$ cat src/rtl/telemetry_pkg.sv
// rtl/telemetry_pkg.sv - shared types and constants for the telemetry framer
package telemetry_pkg;

    typedef enum logic [2:0] {
        ST_IDLE,
        ST_SYNC,
        ST_SEQ,
        ST_MASK,
        ST_PAYLOAD,
        ST_CHK
    } tf_state_t;

    localparam int         TF_HDR_BYTES = 3;
    localparam int         TF_MAX_CH    = 8;
    localparam int         TF_CH_W      = $clog2(TF_MAX_CH);
    localparam logic [7:0] TF_SYNC      = 8'hA5;

endpackage

$ cat src/rtl/tick_divider.sv
// rtl/tick_divider.sv - free-running divider producing a one-cycle tick every CLK_HZ/TICK_HZ cycles
module tick_divider #(
    parameter int CLK_HZ  = 50_000_000,
    parameter int TICK_HZ = 4
) (
    input  logic clk_50,
    input  logic reset,
    output logic tick
);

    localparam int PERIOD = CLK_HZ / TICK_HZ;
    localparam int CNT_W  = (PERIOD > 1) ? $clog2(PERIOD) : 1;
    localparam logic [CNT_W-1:0] LAST = CNT_W'(PERIOD - 1);

    logic [CNT_W-1:0] r_count;

    always_ff @(posedge clk_50 or posedge reset) begin
        if (reset) begin
            r_count <= '0;
        end else if (r_count == LAST) begin
            r_count <= '0;
        end else begin
            r_count <= r_count + CNT_W'(1);
        end
    end

    assign tick = (r_count == LAST);

endmodule

$ cat src/rtl/telemetry_framer.sv
// rtl/telemetry_framer.sv - snapshots sensor channels and streams SYNC/SEQ/MASK/payload/CHK frames to the UART
module telemetry_framer
    import telemetry_pkg::*;
#(
    parameter int         NUM_CH    = 4,
    parameter int         CH_BYTES  = 2,
    parameter int         CLK_HZ    = 50_000_000,
    parameter int         TICK_HZ   = 4,
    parameter logic [7:0] SYNC_BYTE = TF_SYNC
) (
    input  logic                         clk_50,
    input  logic                         reset,
    input  logic [NUM_CH*CH_BYTES*8-1:0] ch_data,
    input  logic [NUM_CH-1:0]            ch_enable,
    input  logic                         force_send,
    output logic [7:0]                   tx_data,
    output logic                         tx_valid,
    input  logic                         tx_ready,
    output logic                         busy,
    output logic [7:0]                   seq,
    output logic                         overrun
);

    tf_state_t r_state;
    tf_state_t w_next;

    logic [NUM_CH*CH_BYTES*8-1:0] r_data;
    logic [NUM_CH-1:0]            r_en;
    logic [TF_CH_W-1:0]           r_ch;
    logic [1:0]                   r_byte;
    logic [7:0]                   r_sum;
    logic [7:0]                   r_seq;
    logic                         r_overrun;

    logic                         w_tick;
    logic                         w_trig;
    logic                         w_accept;
    logic                         w_last_byte;
    logic [TF_CH_W-1:0]           w_first_ch;
    logic [TF_CH_W-1:0]           w_next_ch;
    logic                         w_has_next;
    logic [7:0]                   w_pay_byte;
    logic [7:0]                   w_mask;

    tick_divider #(
        .CLK_HZ  (CLK_HZ),
        .TICK_HZ (TICK_HZ)
    ) u_tick_divider (
        .clk_50 (clk_50),
        .reset  (reset),
        .tick   (w_tick)
    );

    assign w_trig      = w_tick | force_send;
    assign w_accept    = tx_valid && tx_ready;
    assign w_last_byte = (r_byte == 2'(CH_BYTES - 1));
    assign w_mask      = 8'(r_en);

    // Descending scan leaves the lowest matching channel in each result.
    always_comb begin
        w_first_ch = '0;
        w_next_ch  = '0;
        w_has_next = 1'b0;
        for (int i = NUM_CH - 1; i >= 0; i--) begin
            if (r_en[i]) begin
                w_first_ch = TF_CH_W'(i);
                if (TF_CH_W'(i) > r_ch) begin
                    w_next_ch  = TF_CH_W'(i);
                    w_has_next = 1'b1;
                end
            end
        end
    end

    // Byte 0 of a channel is its most significant byte.
    always_comb begin
        w_pay_byte = '0;
        for (int c = 0; c < NUM_CH; c++) begin
            for (int b = 0; b < CH_BYTES; b++) begin
                if (r_ch == TF_CH_W'(c) && r_byte == 2'(b)) begin
                    w_pay_byte = r_data[(c*CH_BYTES + CH_BYTES - 1 - b)*8 +: 8];
                end
            end
        end
    end

    always_ff @(posedge clk_50 or posedge reset) begin
        if (reset) begin
            r_state <= ST_IDLE;
        end else begin
            r_state <= w_next;
        end
    end

    always_comb begin
        w_next = r_state;
        case (r_state)
            ST_IDLE:    if (w_trig)   w_next = ST_SYNC;
            ST_SYNC:    if (w_accept) w_next = ST_SEQ;
            ST_SEQ:     if (w_accept) w_next = ST_MASK;
            ST_MASK:    if (w_accept) w_next = (|r_en) ? ST_PAYLOAD : ST_CHK;
            ST_PAYLOAD: if (w_accept && w_last_byte && !w_has_next) w_next = ST_CHK;
            ST_CHK:     if (w_accept) w_next = ST_IDLE;
            default:    w_next = ST_IDLE;
        endcase
    end

    always_comb begin
        tx_valid = (r_state != ST_IDLE);
        busy     = (r_state != ST_IDLE);
        seq      = r_seq;
        overrun  = r_overrun;
        case (r_state)
            ST_SYNC:    tx_data = SYNC_BYTE;
            ST_SEQ:     tx_data = r_seq;
            ST_MASK:    tx_data = w_mask;
            ST_PAYLOAD: tx_data = w_pay_byte;
            ST_CHK:     tx_data = 8'h00 - r_sum;
            default:    tx_data = 8'h00;
        endcase
    end

    // Shadow capture, payload walk, running sum and sequence counter.
    always_ff @(posedge clk_50 or posedge reset) begin
        if (reset) begin
            r_data    <= '0;
            r_en      <= '0;
            r_ch      <= '0;
            r_byte    <= '0;
            r_sum     <= '0;
            r_seq     <= '0;
            r_overrun <= 1'b0;
        end else begin
            r_overrun <= w_trig && (r_state != ST_IDLE);
            if (r_state == ST_IDLE && w_trig) begin
                r_data <= ch_data;
                r_en   <= ch_enable;
            end
            if (w_accept) begin
                case (r_state)
                    ST_SYNC: r_sum <= '0;
                    ST_SEQ:  r_sum <= r_sum + tx_data;
                    ST_MASK: begin
                        r_sum  <= r_sum + tx_data;
                        r_ch   <= w_first_ch;
                        r_byte <= '0;
                    end
                    ST_PAYLOAD: begin
                        r_sum <= r_sum + tx_data;
                        if (w_last_byte) begin
                            r_byte <= '0;
                            r_ch   <= w_next_ch;
                        end else begin
                            r_byte <= r_byte + 2'd1;
                        end
                    end
                    ST_CHK:  r_seq <= r_seq + 8'd1;
                    default: ;
                endcase
            end
        end
    end

endmodule

$ cat config.mk
export PLATFORM = sky130hd
export DESIGN_NAME = telemetry_framer
export DESIGN_NICKNAME = d
export VERILOG_FILES = /design/src/rtl/telemetry_pkg.sv /design/src/rtl/tick_divider.sv /design/src/rtl/telemetry_framer.sv
export SDC_FILE = /design/constraint.sdc
export NUM_CORES = 1
export LEC_CHECK = 0
export ABC_AREA = 1
export BUFFER_PORTS_ARGS = -buffer_cell sky130_fd_sc_hd__buf_2
export CAP_MARGIN = 20
export CORE_MARGIN = 2
export CORE_UTILIZATION = 58
export CTS_CLUSTER_SIZE = 30
export DETAILED_ROUTE_END_ITERATION = 10
export GPL_TIMING_DRIVEN = 0
export PLACE_DENSITY = 0.81
export SLEW_MARGIN = 20
export SYNTH_ARGS = -nofsm -noshare
export SYNTH_HDL_FRONTEND = slang
export SYNTH_SLANG_ARGS = --single-unit
$ cat constraint.sdc
create_clock -name clk_50 -period 4.61 [get_ports clk_50]
set_clock_uncertainty 0.2 [all_clocks]
set_input_delay 0.2305 -clock clk_50 [delete_from_list [all_inputs] [get_ports clk_50]]
set_output_delay 0.2305 -clock clk_50 [all_outputs]
set_load 0.01 [all_outputs]
==> results of run 1 <==
[how the worst max path moves through the flow]
stage	slack, ps	end	start	cells past startpoint
final	1130	r_sum[6]	r_ch[1]	20
after global routing	750	r_sum[6]	r_ch[1]	20
after CTS	1180	r_sum[6]	r_ch[1]	20
after detailed placement	1210	r_sum[6]	r_ch[1]	20
after global placement	-160	r_sum[5]	reset	2
after floorplan	1110	overrun	reset	1
[synth_stat cells (3+ instances only)]
cell type	number
inv_1	137
nor2_4	4
nand2_1	146
xor2_1	17
o22ai_1	8
clkbuf_1	5
buf_4	3
nor4_1	9
o21ai_0	60
or2_2	6
nor2_1	91
xnor2_1	3
a21oi_2	20
inv_2	8
o21ai_1	22
buf_2	5
ha_1	10
a21oi_1	37
dfrtp_1	116
buf_6	3
nand3_1	40
o211ai_1	4
nor3_2	3
nor3_1	15
nand4_1	19
[flip-flops by register name, summed over array words and instances (netlist names)]
register / count
overrun: 1
r_byte: 2
r_ch: 2
r_data: 64
r_en: 4
r_state: 3
r_sum: 8
seq: 8
u_tick_divider.r_count: 24
[per-layer routing]
| layer | track usage [%] | vias up |
|---|---|---|
| li1 | - | 2974 |
| met1 | 39.3 | 2952 |
| met2 | 56.8 | 232 |
| met3 | 7.29 | 41 |
| met4 | 13.2 | 0 |
| met5 | 0 | - |
[critical path, stage by stage (launching register included)]
cell     delay (ps)
dfrtp_1         450
inv_1           160
nand2_1         120
nor2_1          150
nand2_1         120
o21ai_0          80
a21oi_1         170
o21ai_0         110
nor2_1          120
nand3_1          90
nand3_1          90
nand2_1         100
ha_1            230
fa_1            410
nand3_1          90
nand3_1          90
nand2_1          90
nand2_1          50
a21oi_1         160
xor2_1          160
o22ai_1          80
[metrics by stage]
step,setup TNS (ps),cell area (um2),util [%]
after global routing,0,8200,76.3
after floorplan,0,6310,-
after global placement,-17440,6940,64.5
after detailed placement,0,6970,64.8
final,0,8200,76.3
after CTS,0,8200,76.3
[layout by cell type, fill, tap and decap left out, types with 2 or more instances in the layout]
| cell | instances |
|---|---|
| clkbuf_16 | 16 |
| nor2_4 | 4 |
| a221oi_1 | 2 |
| nand3_1 | 40 |
| ha_1 | 10 |
| o21ai_1 | 22 |
| buf_6 | 3 |
| a31oi_1 | 2 |
| buf_2 | 95 |
| clkinvlp_4 | 2 |
| dlygate4sd3_1 | 71 |
| nor4_1 | 9 |
| nor3_1 | 15 |
| a21oi_1 | 37 |
| clkinv_4 | 3 |
| o21ai_0 | 60 |
| nand4_1 | 19 |
| nor2_1 | 91 |
| o211ai_1 | 4 |
| buf_4 | 3 |
| clkbuf_1 | 9 |
| dfrtp_1 | 116 |
| xor2_1 | 17 |
| nor2_2 | 2 |
| or2_2 | 6 |
| a21oi_2 | 20 |
| clkbuf_8 | 2 |
| xnor2_1 | 3 |
| clkinv_2 | 2 |
| inv_2 | 8 |
| inv_1 | 136 |
| a211oi_1 | 2 |
| o22ai_1 | 8 |
| nand2_1 | 146 |
| nor3_2 | 3 |
[cell families after synthesis]
family	share of synthesized area [%]
xor+xnor	2.78
flops	46.0
fa+ha+maj	2.30
buf+inv	10.2
simple gates	23.9
compound gates	14.8
[repair_timing]
item	CTS	global route
endpoints found under the setup margin	0	0
setup buffers	0	0
gates resized for setup	0	0
hold buffers	71	0
endpoints found under the hold margin	191	0
[area by class of cell]
type | instances | area (um2) | area share, %
sequential | 116 | 2900 | 35.4
inverter | 145 | 549 | 6.70
clock inverter | 8 | 81.3 | 0.991
multi-input combinational | 531 | 2760 | 33.7
clock buffer | 22 | 443 | 5.40
tap | 140 | 175 | 2.14
timing repair buffer | 162 | 1190 | 14.5
buffer | 16 | 100 | 1.22
[where the power goes]
part           internal [mW]  total (mW)  leakage, nW  switching [mW]
clock                  0.722        1.19        0.251           0.473
combinational          0.668        1.85         2.53            1.18
sequential              1.37        1.62         1.43           0.248
total                   2.76        4.66         4.21            1.90
==> reports/qor.yml, run 1 <==
run_status:
  outcome: "complete, no violations"
clocking:
  clockRootBuffer: "clkbuf_8"
  clock_path_buffers: 2
  cts_max_level: 4
  numCtsBuffers: 17
  cts_tree: "yes"
  clk_latency_ps: 540
  cts.sinks: 116
  clk_pin_slew_ps: 60
critical_path:
  r2r_cells: 20
  critPathLaunchType: "flop"
  path_max_fanout: 7
  critPathKind: "reg -> reg"
  worstPathRequired_ps: 4800
  r2r-end: "r_sum[6]"
  cp.arrival_ps: 3670
  regToRegStartpoint: "r_ch[1]"
  r2r_slack_ps: 1130
  cp-end-kind: "flop"
layout:
  syn_to_final_growth_pct: 30.0
  nNetsFinal: 1072
  fin_cells: 1140
  drive_above_1_share_pct: 17.6
  n_fill_cell: 800
  diodes: 0
routing:
  met2_length_mm: 9.31
  route.detailed.drc: 0
  drtIter0Drc: 604
  vias: 6199
  dr.pass1.iters: 5
  route.top_layer_used: "met4"
  ant_nets: 0
  routedWlPerCell_um: 16.1
  vias_per_cell: 5.44
  drt-met1-wl_mm: 7.51
  dr_wl_met3_mm: 1.05
  routed_wl_mm: 18.4
pwr:
  p_per_area_nw_per_um2: 569
  finalPower_mw: 4.66
  leakagePower_nw: 4.21
  vdd.ir_drop.worst_v: 0.000395
die:
  ios: 91
  die_h_um: 108
  die_area_um2: 11700
  rows: 38
  start_util_pct: 58.7
  coreArea_um2: 10700
  die_w_um: 108
yosys:
  syn_inst: 808
  synth_nets: 891
  yosysSeqAreaShare_pct: 46.0
  yosysWarnings: 0
  synth_seq_cells: 116
  avgSynthCellArea_um2: 7.81
  synth_ff_type: "dfrtp_1"
  async_flop_share_pct: 100
  synth_top_cell_by_area: "dfrtp_1"
  yosysTopAreaCellShare_pct: 46.0
  synth_edf_count: 0
  netlist_top_cells_area: "dfrtp_1 46%, nand2_1 8.7%, inv_1 8.1%"
  ys_types: 38
  syn_area_um2: 6310
placement:
  dp_cells: 1039
  post-place-ws_ps: 1210
  gp_congestion: 0.900
  numPortBuffers: 90
  hpwlAfterDp_mm: 11.4
timing:
  whs_ps: 60.5
  fmax_ghz: 0.287
  slew_violations: 0
  worst_slack_ps: 1130
  fin_crit_sh_pct: 75.5
  hold_viol: 0
  worstMarginPinSlew_ps: 740
  slew_headroom_pct: 50.7
  min_period_ps: 3480
  rsz0062_at_grt: "no"
  setup_viol_count_final: 0
global_routing:
  grt_pass1_wl_mm: 29.2
  antenna_found_initial: 0
  track_usage_pct: 32.7
  grt_max_degree: 76
  grt_pass1_vias: 6228
  grt-ovfl-total: 0
hold_path:
  hold_class: "in -> async"
run:
  cap_violations: 0
No activity file was read; power rests on OpenSTA's default activity.
==> run 2: changes to the inputs <==
- CORE_UTILIZATION: 58 -> 52
- PLACE_DENSITY: 0.81 -> 0.76
- clock period: 4.61 -> 3 ns (I/O delays scaled with it)
==> reports/qor.yml, run 2 (synthesized netlist as in run 1, its figures left out) <==
timing:
  fin_crit_sh_pct: 101  # +25 points
  hold_viol: 0  # unchanged
  worstMarginPinSlew_ps: 728  # -11.9 ps
  worst_slack_ps: -21.1  # -1150 ps
  slew_headroom_pct: 51.5  # +0.80 points
  rsz0062_at_grt: "yes"
  slew_violations: 0  # unchanged
  setup_viol_count_final: 1  # +1
  min_period_ps: 3020  # -461 ps
  fmax_ghz: 0.331  # +15%
layout:
  final_cell_mix: "132 x nand2_1, 128 x inv_1, 111 x dfrtp_1"
  diodes: 0  # unchanged
  layout_commonest_cell: "nand2_1"
  nNetsFinal: 1094  # +2.1%
  syn_to_final_growth_pct: 39.1
  regArea_um2: 2910  # +0.22%
  multiInputGateArea_um2: 3020  # +9.4%
  n_fill_cell: 863  # +7.9%
  postLayoutCoreUtil_pct: 73.7  # -2.6 points
  fin_cells: 1170  # +2.6%
  largest_register_ffs: 64  # unchanged
  reg_top3: "r_data x64, u_tick_divider.r_count x24"
  top_register: "r_data"
  drive_above_1_share_pct: 25.3  # +7.7 points
  finalInstanceArea_um2: 8780  # +7.0%
placement:
  gp_congestion: 0.883  # -1.9%
  dp_cells: 1048  # +0.87%
  dpl_cell_area_um2: 7020  # +0.68%
  numPortBuffers: 90  # unchanged
  hpwlAfterDp_mm: 11.9  # +4.7%
routing:
  vias: 6301  # +1.6%
  vias_per_cell: 5.39  # -0.96%
  routed_wl_mm: 19.2  # +4.4%
  ant_nets: 0  # unchanged
  dr.pass1.iters: 5  # unchanged
  route.detailed.drc: 0  # unchanged
  routedWlPerCell_um: 16.4  # +1.7%
  drtIter0Drc: 623  # +3.1%
die:
  coreArea_um2: 11900  # +11%
  start_util_pct: 53.0  # -5.7 points
  ios: 91  # unchanged
  rows: 40  # +5.3%
  die_area_um2: 13000  # +11%
  die_w_um: 114  # +5.4%
  die_h_um: 114  # +5.4%
critical_path:
  r2r_cells: 16  # -20%
  cp.arrival_ps: 3100  # -570 ps
  worstPathRequired_ps: 3070  # -1730 ps
  critPathLaunchType: "flop"
  critPathKind: "reg -> reg"
  path_max_fanout: 8  # +1
  r2r-end: "r_sum[6]"
  r2r_slack_ps: -20  # -1150 ps
  cp-end-kind: "flop"
  regToRegStartpoint: "r_byte[1]"
global_routing:
  track_usage_pct: 30.1  # -2.6 points
  grtUsageMet1_pct: 37.7  # -1.7 points
  met2_usage_pct: 50.9  # -5.9 points
  gr-usage-met3_pct: 7.52  # +0.22 points
  grt_pass1_vias: 6280  # +0.83%
  antenna_found_initial: 0  # unchanged
  grt_pass1_wl_mm: 30.3  # +3.5%
  grt_max_degree: 35  # -54%
  grt_busiest_layer: "met2"
  grt-ovfl-total: 0  # unchanged
pwr:
  leakagePower_nw: 4.42  # +5.0%
  p_per_area_nw_per_um2: 927  # +63%
  vdd.ir_drop.worst_v: 0.000522  # +32%
  finalPower_mw: 8.13  # +74%
clocking:
  clk_latency_ps: 430  # -110 ps
  numCtsBuffers: 17  # unchanged
  clockRootBuffer: "clkbuf_16"
  cts_tree: "yes"
  cts_max_level: 4  # unchanged
  clk_pin_slew_ps: 60  # about the same
  clock_path_buffers: 2  # unchanged
  cts.sinks: 116  # unchanged
hold_path:
  hold_class: "in -> async"
run_status:
  outcome: "finished with violations"
  violations: "negative setup slack"
run:
  cap_violations: 0  # unchanged
## run 2: worst max-delay path by stage
stage | startpoint | end | slack, ps | depth (start not counted)
2_1_floorplan | r_byte[1] | r_sum[6] | 50 | 16
3_3_place_gp | r_ch[1] | r_sum[6] | -340 | 20
3_5_place_dp | r_ch[1] | r_sum[6] | -370 | 20
4_1_cts | r_byte[1] | r_sum[6] | -3 | 20
5_1_grt | r_sum[3] | r_sum[6] | -170 | 12
6_report | r_byte[1] | r_sum[6] | -20 | 16
## run 2: where the power goes
part	switching [mW]	total [mW]	internal (mW)	leakage [nW]
clock	0.730	2.18	1.45	0.299
combinational	2.07	3.42	1.35	2.70
sequential	0.416	2.53	2.12	1.43
total	3.22	8.13	4.91	4.42
## run 2: layout make-up
type	instances	share of cell area [%]
multi-input combinational	531	34.4
sequential	116	33.1
timing repair buffer	184	15.7
inverter	145	6.30
clock buffer	23	5.44
tap	147	2.10
clock inverter	8	1.70
buffer	16	1.18
## run 2: what timing repair did
| action | CTS | global route |
|---|---|---|
| endpoints found under the setup margin | 6 | 3 |
| pin swaps | 5 | 30 |
| hold endpoints to repair | 101 | 0 |
| setup buffers | 6 | 14 |
| gates resized for setup | 27 | 55 |
| hold buffers | 71 | 0 |
## run 2: critical path: stages, from the launching register on
cell and delay, ps:
dfrtp_2 440, nor2_4 210, inv_2 90, nor2_4 130, inv_2 80, or2_2 300
nand3_2 110, nand2_4 70, ha_4 180, fa_2 390, nand3_2 70, nand3_2 80
nand2_2 90, nand2_2 60, a21oi_2 140, xor2_1 140, o22ai_1 80
## run 2: routing by layer
layer / up-vias / wire length (um)
li1: 3023 / -
met1: 2966 / 8080
met2: 259 / 9580
met3: 53 / 1060
met4: 0 / 449
met5: - / 0
## run 2: stage by stage
step                      hold WS [ps]  setup TNS [ps]  setup slack [ps]
final                              179           -21.1             -21.1
after global routing               222            -391              -166
after CTS                          209           -3.36             -3.36
after detailed placement          92.9           -1040              -372
after global placement             188            -942              -340
after floorplan                   82.9               0              46.9
